`src/rtl/lcd_filter_display_if.sv`:
```
// lcd_filter_display_if: refresh request, filter index and HD44780 write-only bus.
interface lcd_filter_display_if;
    logic       lcd_reset;
    logic [2:0] filter_number;
    logic [7:0] lcd_data;
    logic       lcd_rs;
    logic       lcd_rw;
    logic       lcd_en;
    logic       lcd_on;
    logic       busy;
    modport master (output lcd_reset, filter_number, input lcd_data, lcd_rs, lcd_rw, lcd_en, lcd_on, busy);
    modport slave  (input lcd_reset, filter_number, output lcd_data, lcd_rs, lcd_rw, lcd_en, lcd_on, busy);
endinterface

```
`src/rtl/lcd_filter_display.sv`:
```
// lcd_filter_display: HD44780 16x2 init plus two-line "FILTER n" / name refresh on request.
module lcd_filter_display #(
    parameter int unsigned POWERUP_CYCLES    = 1_000_000,
    parameter int unsigned EN_PULSE_CYCLES   = 25,
    parameter int unsigned CMD_WAIT_CYCLES   = 2_500,
    parameter int unsigned CLEAR_WAIT_CYCLES = 100_000
) (
    input logic clk,
    input logic reset,
    lcd_filter_display_if.slave bus
);
    localparam int unsigned MAX_A = POWERUP_CYCLES > CLEAR_WAIT_CYCLES ? POWERUP_CYCLES : CLEAR_WAIT_CYCLES;
    localparam int unsigned MAX_B = EN_PULSE_CYCLES > CMD_WAIT_CYCLES ? EN_PULSE_CYCLES : CMD_WAIT_CYCLES;
    localparam int unsigned MAXC  = MAX_A > MAX_B ? MAX_A : MAX_B;
    localparam int CW = $clog2(MAXC + 1);

    typedef enum logic [1:0] {POWERUP, INIT, WRITE, IDLE} state_e;
    typedef enum logic [1:0] {SETUP, PULSE, HOLD} phase_e;

    state_e          state_q, state_d;
    phase_e          phase_q, phase_d;
    logic [CW-1:0]   cnt_q, cnt_d, wait_end;
    logic [5:0]      idx_q, idx_d;
    logic [2:0]      filt_q, filt_d;
    logic            pend_q, pend_d;
    logic [7:0]      data_q, data_d;
    logic            rs_q, rs_d, en_q, en_d, last, active_d;
    logic [8:0]      byte_d;

    // {rs, data} for write idx of the current pass; INIT and WRITE share one index
    function automatic logic [8:0] bus_byte(input state_e st, input logic [5:0] idx, input logic [2:0] f);
        logic [127:0] l1, l2, sel;
        logic [3:0]   i;
        l1 = {"FILTER ", 5'b00110, f, {8{8'h20}}};
        case (f)
            3'd0:    l2 = {"NONE", {12{8'h20}}};
            3'd1:    l2 = {"GREYSCALE", {7{8'h20}}};
            3'd2:    l2 = {"EDGE DETECT", {5{8'h20}}};
            3'd3:    l2 = {"BLUR", {12{8'h20}}};
            3'd4:    l2 = {"INVERT", {10{8'h20}}};
            default: l2 = {"UNKNOWN", {9{8'h20}}};
        endcase
        sel = idx < 6'd17 ? l1 : l2;
        i   = idx > 6'd17 ? 4'(idx - 6'd18) : 4'(idx - 6'd1);
        if (st == INIT)
            return {1'b0, idx == 6'd0 ? 8'h38 : idx == 6'd1 ? 8'h0C : idx == 6'd2 ? 8'h01 : 8'h06};
        if (idx == 6'd0)
            return 9'h080;
        if (idx == 6'd17)
            return 9'h0C0;
        return {1'b1, 8'(sel >> {4'(4'd15 - i), 3'b000})};
    endfunction

    assign last     = state_q == INIT ? idx_q == 6'd3 : idx_q == 6'd33;
    assign wait_end = (state_q == INIT && idx_q == 6'd2) ? CW'(CLEAR_WAIT_CYCLES - 1) : CW'(CMD_WAIT_CYCLES - 1);

    always_comb begin
        state_d = state_q;
        phase_d = phase_q;
        cnt_d   = cnt_q;
        idx_d   = idx_q;
        filt_d  = filt_q;
        pend_d  = pend_q | bus.lcd_reset;
        case (state_q)
            POWERUP: begin
                cnt_d = cnt_q + 1'b1;
                if (cnt_q == CW'(POWERUP_CYCLES - 1)) begin
                    state_d = INIT;
                    phase_d = SETUP;
                    cnt_d   = '0;
                    idx_d   = '0;
                end
            end
            IDLE: begin
                if (pend_q) begin
                    pend_d  = bus.lcd_reset;
                    filt_d  = bus.filter_number;
                    state_d = WRITE;
                    phase_d = SETUP;
                    idx_d   = '0;
                    cnt_d   = '0;
                end
            end
            default: begin
                case (phase_q)
                    SETUP: begin
                        phase_d = PULSE;
                        cnt_d   = '0;
                    end
                    PULSE: begin
                        cnt_d   = cnt_q == CW'(EN_PULSE_CYCLES - 1) ? '0 : cnt_q + 1'b1;
                        phase_d = cnt_q == CW'(EN_PULSE_CYCLES - 1) ? HOLD : PULSE;
                    end
                    default: begin
                        cnt_d = cnt_q + 1'b1;
                        if (cnt_q == wait_end) begin
                            cnt_d   = '0;
                            phase_d = SETUP;
                            idx_d   = last ? 6'd0 : idx_q + 6'd1;
                            state_d = !last ? state_q : state_q == INIT ? WRITE : IDLE;
                            filt_d  = (last && state_q == INIT) ? bus.filter_number : filt_q;
                        end
                    end
                endcase
            end
        endcase
        active_d = state_d == INIT || state_d == WRITE;
        byte_d   = bus_byte(state_d, idx_d, filt_d);
        en_d     = active_d && phase_d == PULSE;
        rs_d     = (active_d && phase_d == SETUP) ? byte_d[8] : rs_q;
        data_d   = (active_d && phase_d == SETUP) ? byte_d[7:0] : data_q;
    end

    always_ff @(posedge clk) begin
        if (reset) begin
            state_q <= POWERUP;
            phase_q <= SETUP;
            cnt_q   <= '0;
            idx_q   <= '0;
            filt_q  <= '0;
            pend_q  <= 1'b0;
            data_q  <= '0;
            rs_q    <= 1'b0;
            en_q    <= 1'b0;
        end else begin
            state_q <= state_d;
            phase_q <= phase_d;
            cnt_q   <= cnt_d;
            idx_q   <= idx_d;
            filt_q  <= filt_d;
            pend_q  <= pend_d;
            data_q  <= data_d;
            rs_q    <= rs_d;
            en_q    <= en_d;
        end
    end

    assign bus.lcd_data = data_q;
    assign bus.lcd_rs   = rs_q;
    assign bus.lcd_en   = en_q;
    assign bus.lcd_rw   = 1'b0;
    assign bus.lcd_on   = 1'b1;
    assign bus.busy     = state_q != IDLE;
endmodule

```
`src/flat_wrapper.sv`:
```
// flat-port wrapper written by rule: the top's interface ports become plain ports
module lcd_filter_display_flat 
#(
    parameter int unsigned POWERUP_CYCLES    = 1_000_000,
    parameter int unsigned EN_PULSE_CYCLES   = 25,
    parameter int unsigned CMD_WAIT_CYCLES   = 2_500,
    parameter int unsigned CLEAR_WAIT_CYCLES = 100_000
)
  (clk, reset, bus_lcd_reset, bus_filter_number, bus_lcd_data, bus_lcd_rs, bus_lcd_rw, bus_lcd_en, bus_lcd_on, bus_busy);
  lcd_filter_display_if bus_i ();
  input logic clk;
  input logic reset;
  input wire logic [$bits(bus_i.lcd_reset)-1:0] bus_lcd_reset;
  input wire logic [$bits(bus_i.filter_number)-1:0] bus_filter_number;
  output wire logic [$bits(bus_i.lcd_data)-1:0] bus_lcd_data;
  output wire logic [$bits(bus_i.lcd_rs)-1:0] bus_lcd_rs;
  output wire logic [$bits(bus_i.lcd_rw)-1:0] bus_lcd_rw;
  output wire logic [$bits(bus_i.lcd_en)-1:0] bus_lcd_en;
  output wire logic [$bits(bus_i.lcd_on)-1:0] bus_lcd_on;
  output wire logic [$bits(bus_i.busy)-1:0] bus_busy;
  assign bus_i.lcd_reset = bus_lcd_reset;
  assign bus_i.filter_number = bus_filter_number;
  assign bus_lcd_data = bus_i.lcd_data;
  assign bus_lcd_rs = bus_i.lcd_rs;
  assign bus_lcd_rw = bus_i.lcd_rw;
  assign bus_lcd_en = bus_i.lcd_en;
  assign bus_lcd_on = bus_i.lcd_on;
  assign bus_busy = bus_i.busy;
  lcd_filter_display #(.POWERUP_CYCLES(POWERUP_CYCLES), .EN_PULSE_CYCLES(EN_PULSE_CYCLES), .CMD_WAIT_CYCLES(CMD_WAIT_CYCLES), .CLEAR_WAIT_CYCLES(CLEAR_WAIT_CYCLES)) u_core (.clk(clk), .reset(reset), .bus(bus_i));
endmodule
```
`config.mk`:
```
export PLATFORM = sky130hd
export DESIGN_NAME = lcd_filter_display_flat
export DESIGN_NICKNAME = d
export VERILOG_FILES = /design/src/rtl/lcd_filter_display_if.sv /design/src/rtl/lcd_filter_display.sv /design/src/flat_wrapper.sv
export SDC_FILE = /design/constraint.sdc
export NUM_CORES = 1
export LEC_CHECK = 0
export BUFFER_PORTS_ARGS = -buffer_cell sky130_fd_sc_hd__buf_4
export CAP_MARGIN = 20
export CORE_ASPECT_RATIO = 1.4
export CORE_MARGIN = 3
export CORE_UTILIZATION = 55
export CTS_BUF_LIST = sky130_fd_sc_hd__clkbuf_2
export CTS_CLUSTER_DIAMETER = 50
export DETAILED_ROUTE_END_ITERATION = 8
export MAX_ROUTING_LAYER = met4
export PLACE_DENSITY = 0.69
export SYNTH_ARGS = -nofsm -noshare
export SYNTH_HDL_FRONTEND = slang
export SYNTH_SLANG_ARGS = --single-unit
```
`constraint.sdc`:
```
create_clock -name clk -period 6.31 [get_ports clk]
set_input_delay 1.893 -clock clk [delete_from_list [all_inputs] [get_ports clk]]
set_output_delay 1.893 -clock clk [all_outputs]
set_load 0.01 [all_outputs]
```
### Word-level counts from Yosys, hierarchy flattened

Index checks and enable logic that the tools add are counted.
W data, S select, Z words.

| word-level totals | value |
|---|---|
| flip-flop bits (word level) | 44 |
| bits of input ports | 6 |
| output and inout port bits | 13 |
| word-level logic and storage cells | 102 |

| operators by class | value |
|---|---|
| add/subtract/negate cells | 5 |
| $lt $le $gt $ge | 2 |
| equal/unequal tests | 21 |
| shift operators | 1 |
| mux-type cells | 52 |
| bitwise gates (word level) | 1 |
| reduce and logical (&&, ||, !) cells | 11 |

Operators with widths:

| operator | count |
|---|---|
| $pmux W125 S5 | 1 |
| $shr A128 B7 Y8 | 1 |
| $mux W125 | 1 |
| $mux W20 | 4 |
| $pmux W20 S2 | 2 |
| $mux W9 | 6 |
| $mux W6 | 5 |
| $add A20 B1 Y20 const B | 1 |
| $eq A20 B20 Y1 | 1 |
| $eq A20 B20 Y1 const B | 1 |
| $eq A20 B5 Y1 const B | 1 |
| $eq A6 B2 Y1 const B | 3 |
| $mux W2 | 9 |
| $mux W17 | 1 |
| $mux W8 | 2 |
| $mux W3 | 5 |
| $pmux W2 S2 | 3 |
| $pmux W6 S2 | 1 |
| $mux W1 | 10 |
| $eq A2 B1 Y1 const B | 4 |
| $add A6 B1 Y6 const B | 1 |
| $eq A3 B2 Y1 const B | 2 |
| $eq A6 B1 Y1 const B | 1 |
| $eq A6 B5 Y1 const B | 1 |
| other kinds (20) | 26 |

### Logic depth before layout (Yosys ltp)

Gate-level depths: netlist of run 1.

| logic depth | value |
|---|---|
| depth in word-level cells | 17 |
| gate-level depth with buffers | 19 |
| depth with buffers taken out | 17 |

### Least setup slack after synthesis of run 1

No wires, ideal clock.

| timing | value |
|---|---|
| path kind | register -> register |
| start | reg u_core.cnt_q[17] |
| end | reg u_core.data_q[1] (netlist: u_core.bus.lcd_data[1]) |
| setup time | 0.088 ns |
| arrival time | 4.087 ns |
| setup slack | 2.134 ns |
| stages on the path, launching flop included | 18 |
| buffers on the path | 3 |
| period minus slack after synthesis | 4.176 ns |
| path through | dfxtp_1 > buf_6 > or4_4 > or4_4 > o311ai_1 > and2_1 > buf_2 > inv_2 > ha_1 > nor2_1 > nor4_2 > a21oi_4 > o21ai_1 > xnor2_1 > clkbuf_1 > a41oi_1 > a31o_1 > o32ai_2 |

| on the way | value |
|---|---|
| word-level cells in the longest chain between the ends | 14 |
| elaborated cells on any way between the ends | 57 |

RTL lines:

| what | line | source |
|---|---|---|
| start: declaration | lcd_filter_display.sv:22 | `logic [CW-1:0] cnt_q, cnt_d, wait_end;` |
| start signal: assignment | lcd_filter_display.sv:128 | `cnt_q <= cnt_d;` |
| $eq A20 B20 Y1 | lcd_filter_display.sv:96 | `if (cnt_q == wait_end) begin` |
| $mux W6 | lcd_filter_display.sv:96 |  |
| $mux W6 | lcd_filter_display.sv:85 | `case (phase_q)` |
| $pmux W6 S2 * | lcd_filter_display.sv:64 | `case (state_q)` |
| via u_core.idx_d[0] | lcd_filter_display.sv:23 | `logic [5:0] idx_q, idx_d;` |
| parallel branches: the longest is 9 deep, another holds $gt A6 B5 Y1 | n/a |  |
| $mux W9 * | lcd_filter_display.sv:47 | `if (idx == 6'd0)` |
| end signal: assignment | lcd_filter_display.sv:132 | `data_q <= data_d;` |
| end: declaration | lcd_filter_display.sv:26 | `logic [7:0] data_q, data_d;` |

Mark *: on every way through the listed nets, which the timed path passes. The select of a mux whose other input is x is not followed.
A chain may end at the register's enable or synchronous reset.

### Worst setup path after layout of run 1

| timing | value |
|---|---|
| start | reg u_core.state_q[0] |
| end | reg u_core.data_q[4] (netlist: u_core.bus.lcd_data[4]) |

| on the way | value |
|---|---|
| word-level cells in the longest chain between the ends | 15 |
| elaborated cells on any way between the ends | 60 |

RTL lines:

| what | line | source |
|---|---|---|
| start: declaration | lcd_filter_display.sv:20 | `state_e state_q, state_d;` |
| start signal: assignment | lcd_filter_display.sv:126 | `state_q <= state_d;` |
| $eq A2 B1 Y1 | lcd_filter_display.sv:54, lcd_filter_display.sv:55 |  |
| $logic_and A1 B1 Y1 | lcd_filter_display.sv:55 | `assign wait_end = (state_q == INIT && idx_q == 6'd2) ? CW'(CLEAR_WAIT_CYCLES - 1) : CW'(CMD_WAIT_CYCLES - 1);` |
| $mux W17 | lcd_filter_display.sv:55 |  |
| $eq A20 B20 Y1 | lcd_filter_display.sv:96 |  |
| $mux W6 | lcd_filter_display.sv:96 |  |
| $mux W6 | lcd_filter_display.sv:85 |  |
| $pmux W6 S2 * | lcd_filter_display.sv:64 |  |
| via u_core.idx_d[0] | lcd_filter_display.sv:23 |  |
| parallel branches: the longest is 7 deep, another holds $gt A6 B5 Y1 | n/a |  |
| $mux W9 * | lcd_filter_display.sv:47 |  |

Marks and branches as above.

==> results.md, run 1 <==
* Final design utilization at 60.9%
* Endpoints failing setup at 0
* Maxcap violations at 0
* Die H at 106 um
* Final ANT Viol Nets at 0
* CTS Hold Bufs at 0
* Total gr overflow at 0
* Setup crit start: u_core.state_q[0]
* Starting DRT DRC Count at 379
* Crit path DAT at 5.68 ns
* Post-CTS sizing at 0
* Syn Area/Cell at 7.48 um2
* Clk network pwr share at 37.1%
* Net Sw Power at 0.118 mW
* First-pass GRT wire length at 19.2 mm
* CTS max path bufs at 2
* Yosys reg bits at 44
* Net Sw Frac at 25.0%
* Post-synth top area cell: dfxtp_1
* Top FF cell, synth: dfxtp_1
* Skew final at 0.0257 ns
* Die area at 8250 um2
* Final net count at 545
* Post-synthesis instance total at 528
* Clk slew on worst S/H paths at 0.27 ns
* Slew margin rel. at 37.0%
* Initial core utilization at 58.2%
* Top post-synthesis cells by count: nor2_1, a21oi_1, dfxtp_1
* R2R cell count at 17
* Die X at 77.6 um
* Final cell count without fillers at 617
* Total number of vias at 4168
* DRC Markers at 0
* CTS Root Cell: clkbuf_2
* Power share of the combinational group at 3.0%
* Clock latency on the worst-skew pair at 0.44 ns
* P&R area growth vs syn at 4.72%
* Power per cell area at 114 nW/um2
* Post-synthesis sequential area ratio at 22.3%
* Hold Crit Class: reg -> reg
* Largest net degree at the start of global routing at 46
* Area fraction of the dominant cell type after synthesis at 22.3%
* Antenna violations before repair at 0
* Outcome: finished clean
* Most common cell in the netlist: nor2_1
* Area contributors post-synth: dfxtp_1, a21oi_1, nor2_1
* Postcts setup bufs at 0
* Achievable Freq at 189 MHz
* FF-to-FF End: u_core.bus.lcd_data[4]
* Core box area at 6790 um2
* Sequential share of power at 59.9%
* Post-route setup TNS at 0 ns
* WP data required at 6.70 ns
* Fin worst setup slack at 1.02 ns
* R2r setup slk at 1.02 ns
* RR Startpoint: u_core.state_q[0]
* Fillers at 647
* Net Count, Synth at 549
* Kind of critical path: reg -> reg
* Top Ports at 19
* Cell Rows at 35
* Post-Syn Area at 3950 um2
* Vias in the first global route at 3917
* Total Wirelength at 12.0 mm
* Period utilisation layout at 83.8%
* Worst-path fanout max at 22
* WL per Instance at 19.4 um
* Asr flop ratio synth at 0%
* Post-Place Cells at 609
* Pre-CTS setup slack at 1.15 ns
* Tightest Pin Transition at 0.942 ns
* Post-synth EDFFs at 0
* H-tree Lvls at 2
* Layout cell share with drive strength beyond 1 at 11.6%
* VDD IR-drop max at 101 uV
* Pwr Total at 0.472 mW
* # diodes at 0
* Pins Over Slew Limit at 0
* Critical Path End: u_core.bus.lcd_data[4]
* Placer Congestion at 0.995
* Drt first pass iters at 7
* Total CTS buffers at 5
* Clock tree sinks at 44
* Crit. End Element: flop
* Leakage power at 1.50 nW
* CTS tree: done
* Port buffer count at 16
* Unrepaired setup endpoints after global routing: false
* Startpoint Class: flop
* Endpoints failing hold at 0
* Internal power at 0.354 mW
* Synth unique cells at 86
* Total track usage at 29.7%
* Synthesis Warnings at 0
* Vias per std cell at 6.76
* Hpwl dp at 8.98 mm
* Fin crit period at 5.29 ns
critical path, cell delays in order, from the launching register on:
cell and delay [ns]:
dfxtp_1 0.47, inv_1 0.06, ha_1 0.57, inv_1 0.45
o21ai_0 0.20, a31oi_1 0.60, a32oi_1 0.08, and2_1 0.33
inv_2 0.18, ha_1 0.24, nor2_1 0.14, nor4_2 0.33
a21oi_4 0.15, nor4_2 0.60, o211ai_1 0.19, a21oi_1 0.34
o31ai_1 0.15, a211oi_2 0.14
power groups by stage:
stage	clock [mW]	sequential, mW	combinational [mW]
2_1_floorplan	0	0.288	0.0104
3_3_place_gp	0	0.288	0.0139
3_5_place_dp	0	0.288	0.0140
4_1_cts	0.179	0.283	0.0140
5_1_grt	0.191	0.284	0.0158
6_report	0.175	0.283	0.0141
metrics by stage:
step / hold slack (ns) / area (um2)
final: 0.491 / 4140
after global routing: 0.512 / 4140
after CTS: 0.494 / 4140
after detailed placement: 0.466 / 4070
after global placement: 0.462 / 4070
after floorplan: 0.470 / 3950
worst min path at each step:
| stage | from | endpoint | slack [ns] | depth (start not counted) |
|---|---|---|---|---|
| 6_report | u_core.bus.lcd_data[3] | u_core.bus.lcd_data[3] | 0.49 | 2 |
| 3_3_place_gp | u_core.bus.lcd_data[3] | u_core.bus.lcd_data[3] | 0.46 | 2 |
| 3_5_place_dp | u_core.bus.lcd_data[3] | u_core.bus.lcd_data[3] | 0.47 | 2 |
| 5_1_grt | u_core.bus.lcd_data[3] | u_core.bus.lcd_data[3] | 0.51 | 2 |
| 4_1_cts | u_core.bus.lcd_data[3] | u_core.bus.lcd_data[3] | 0.49 | 2 |
| 2_1_floorplan | u_core.cnt_q[19] | u_core.cnt_q[19] | 0.47 | 2 |
layer usage:
layer / share of wire (%) / track usage [%] / vias up
met2: 52 / 53.4 / 174
met5: 0 / - / -
met4: 5.3 / 15.4 / 0
met1: 38 / 31.9 / 1955
li1: - / - / 1990
met3: 4.2 / 2.88 / 49
sequential cells by signal, indices dropped and copies added (netlist names):
signal	cells
u_core.state_q	2
u_core.bus.lcd_en	1
u_core.pend_q	1
u_core.cnt_q	20
u_core.idx_q	6
u_core.bus.lcd_rs	1
u_core.filt_q	3
u_core.bus.lcd_data	8
u_core.phase_q	2
kinds of logic (layout without fill, tap and decap cells):
| kind of cell | Yosys count | in the layout | share of synthesized area [%] |
|---|---|---|---|
| XOR/XNOR | 2 | 2 | 0.634 |
| AND/OR/NAND/NOR | 225 | 225 | 32.1 |
| other | 2 | 2 | 0.190 |
| AO/OA/AOI/OAI | 175 | 175 | 31.6 |
| buffers and inverters | 57 | 54 | 6.37 |
| multiplexers | 8 | 8 | 2.09 |
| flip-flops | 44 | 44 | 22.3 |
| adder cells (fa/ha/maj) | 15 | 15 | 4.75 |
cell type report:
type	instances	area [um2]	area share, %
Multi-Input combinational cell	427	2820	68.1
Timing Repair Buffer	21	158	3.81
Clock inverter	3	46.3	1.12
Inverter	25	93.8	2.27
Tap cell	92	115	2.78
Sequential cell	44	881	21.3
Clock buffer	5	25.0	0.605
cell usage in the layout, fill, tap and decap left out, drive strengths merged, types with 5 or more instances in the layout:
| master | synthesis | layout |
|---|---|---|
| nor3 | 18 | 18 |
| nor4 | 13 | 13 |
| nand4 | 12 | 12 |
| or3 | 5 | 5 |
| nor2 | 69 | 69 |
| a21o | 5 | 5 |
| o21ai | 32 | 32 |
| a31oi | 6 | 6 |
| o2111ai | 5 | 5 |
| inv | 25 | 26 |
| nor4b | 5 | 5 |
| nand3 | 18 | 18 |
| dfxtp | 44 | 44 |
| ha | 15 | 15 |
| a211oi | 7 | 7 |
| mux2i | 6 | 6 |
| o31ai | 10 | 10 |
| a21oi | 52 | 52 |
| nor3b | 12 | 12 |
| o211ai | 9 | 9 |
| nand2 | 29 | 29 |
| clkbuf | 23 | 5 |
| and3 | 18 | 18 |
| and2 | 5 | 5 |
| buf | 9 | 21 |
(Power assumes the default switching activity.)
==> run 2, diff against run 1 <==
- ABC_AREA: default -> 1
- clock period: 6.31 -> 5.5 ns (I/O delays scaled with it)
==> results.md, run 2 <==
* Commonest cells after routing, fill and taps aside: nand2_1, nand3_1, inv_1
* Clk slew on worst S/H paths at 0.22 ns
* Synth unique cells at 46
* Final net count at 669
* Die X at 76.8 um
* Power per cell area at 328 nW/um2
* Unrepaired setup endpoints after global routing: false
* Asr flop ratio synth at 0%
* Slew margin rel. at 64.6%
* Fillers at 716
* WL per Instance at 14.7 um
* Postcts setup bufs at 0
* CP cell instances: inv_1 > ha_1 > nand2_1 > inv_1 > nand3_1 > nand3_1 > nand2_1 > nand4_2 > nand2_1 > o211ai_1 > nand2_1 > inv_1 > ha_1 > nand3_1 > nor2_4 > nor2_8 > nand2_8 > nand2_4 > nand2_4 > inv_4 > nand2_1 > o211ai_1 > nand4_1 > a21oi_1
* Clock latency on the worst-skew pair at 0.41 ns
* Hold slack at 0.485 ns
* Post-Place Cells at 733
* Endpoints failing hold at 0
* Post-Syn Area at 3860 um2
* Total Wirelength at 10.9 mm
* Crit path buf inv count at 4
* Worst path max stage delay at 0.49 ns
* CTS Root Cell: clkbuf_2
* Yosys reg bits at 44
* R2r setup slk at 1.32 ns
* WP data required at 5.84 ns
* Total number of vias at 4189
* Post-synth EDFFs at 0
* Slowest CP cell: dfxtp_1
* Leakage power at 1.78 nW
* Starting DRT DRC Count at 262
* Crit. End Element: flop
* H-tree Lvls at 2
* Top Ports at 19
* Vias per std cell at 5.65
* Antenna violations before repair at 0
* First-pass GRT wire length at 18.3 mm
* Post-route setup TNS at 0 ns
* Hold Crit Class: reg -> reg
* Sequential share of power at 30.3%
* Internal power at 0.611 mW
* P&R area growth vs syn at 4.76%
* Clk network pwr share at 10.3%
* Post-synth top area cell: dfxtp_1
* Total gr overflow at 0
* Clock tree sinks at 44
* Placer Congestion at 1.00
* Fin worst setup slack at 1.32 ns
* Area fraction of the dominant cell type after synthesis at 22.8%
* Drt first pass iters at 5
* Endpoints failing setup at 0
* Total track usage at 28.4%
* Layout cell share with drive strength beyond 1 at 11.2%
* Top post-synthesis cells by count: nand2_1, nand3_1, inv_1
* Fin crit period at 4.18 ns
* CP delay by family, top: simple AND/OR/NAND/NOR gates
* Most common cell after layout, fill and taps aside: nand2_1
* Net Sw Frac at 53.9%
* Vias in the first global route at 4059
* Outcome: finished clean
* Achievable Freq at 239 MHz
* Crit-path most repeated cell: nand2_1
* Area contributors post-synth: dfxtp_1, nand2_1, nand3_1
* CTS Hold Bufs at 0
* Period utilisation layout at 76.0%
* VDD IR-drop max at 194 uV
* Initial core utilization at 57.7%
* Syn Area/Cell at 6.04 um2
* Pins Over Slew Limit at 0
* Most common cell in the netlist: nand2_1
* Kind of critical path: reg -> reg
* Top FF cell, synth: dfxtp_1
* Hpwl dp at 8.70 mm
* Biggest register: u_core.cnt_q
* Synthesis Warnings at 0
* Tightest Pin Transition at 0.530 ns
* Core box area at 6700 um2
* Maxcap violations at 0
* Power share of the combinational group at 59.3%
* Largest net degree at the start of global routing at 37
* Pre-CTS setup slack at 1.39 ns
* Max reg flops at 20
* Net Count, Synth at 661
* Post-synthesis sequential area ratio at 22.8%
* DRC Markers at 0
* Startpoint Class: flop
* Skew final at 0.0319 ns
* CTS max path bufs at 2
* Post-CTS sizing at 0
* Final ANT Viol Nets at 0
* Cell Rows at 35
* Crit path DAT at 4.52 ns
* Final cell count without fillers at 741
* Port buffer count at 16
* Total CTS buffers at 5
* CTS tree: done
* # diodes at 0
* Post-synthesis instance total at 640
* Die area at 8080 um2
* Net Sw Power at 0.716 mW
* Worst-path fanout max at 20
* Die H at 105 um
## run 2: changes by cell type in the layout (fill, tap and decap cells not counted), moves of 6 or more
| cell | previous run | this run |
|---|---|---|
| nand2_1 | 29 | 165 |
| nand3_1 | 18 | 78 |
| inv_1 | 23 | 71 |
| and3_1 | 18 | 1 |
| nor3b_1 | 12 | 0 |
| o31ai_1 | 9 | 0 |
| inv_2 | 2 | 10 |
| nand2_2 | 0 | 8 |
| xor2_1 | 0 | 7 |
| mux2i_1 | 6 | 0 |
| nor2_2 | 2 | 8 |
## run 2: stage by stage
step	util, %	power [mW]	area, um2
finish	60.4	1.33	4050
global route	60.4	1.45	4050
CTS	60.4	1.33	4050
detailed placement	59.8	1.19	4010
global placement	59.8	1.18	4010
floorplan	-	0.971	3860
## run 2: logic make-up (layout without fill, tap and decap cells)
group                    count (synthesis)  in the layout  synth area share, %
other                                    2              2                0.194
AND/OR/NAND/NOR                        371            371                 45.1
flip-flops                              44             44                 22.8
adder cells (fa/ha/maj)                 15             15                 4.86
buffers and inverters                  101            110                 10.8
XOR/XNOR                                 8              8                 1.81
AO/OA/AOI/OAI                           99             99                 14.4
## run 2: power groups by stage
| stage | Clock (mW) | Combinational, mW | Sequential [mW] |
|---|---|---|---|
| floorplan | 0 | 0.572 | 0.399 |
| global placement | 0 | 0.776 | 0.407 |
| detailed placement | 0 | 0.782 | 0.409 |
| CTS | 0.142 | 0.787 | 0.402 |
| global route | 0.151 | 0.891 | 0.409 |
| finish | 0.137 | 0.788 | 0.403 |
## run 2: final cells by class
class,count,area [um2],area share (%)
Timing Repair Buffer,17,128,3.15
Clock buffer,5,25.0,0.618
Multi-Input combinational cell,495,2560,63.3
Inverter,85,322,7.94
Clock inverter,3,13.8,0.340
Tap cell,92,115,2.84
Sequential cell,44,881,21.8
## run 2: metal layers
layer	wire, um	vias to the layer above	global-route usage (%)
li1	-	2108	-
met1	4090	1931	27.1
met2	5880	102	53.3
met3	259	48	2.76
met4	673	0	18.7
met5	0	-	-
## run 2: final timing paths
| path | startpoint | end | depth (start not counted) |
|---|---|---|---|
| max | u_core.idx_q[0] | u_core.bus.lcd_data[3] | 24 |
| min | u_core.bus.lcd_rs | u_core.bus.lcd_rs | 2 |
| max reg2reg | u_core.idx_q[0] | u_core.bus.lcd_data[3] | 24 |
| min reg2reg | u_core.bus.lcd_rs | u_core.bus.lcd_rs | 2 |
## run 2: worst reg2reg max path: cells and delay by family, from the launching register on
| family | cells | cell delay (ns) |
|---|---|---|
| AO/OA/AOI/OAI | 3 | 0.48 |
| adder cells (fa/ha/maj) | 2 | 0.47 |
| buffers and inverters | 4 | 0.44 |
| flip-flops | 1 | 0.49 |
| AND/OR/NAND/NOR | 15 | 2.24 |
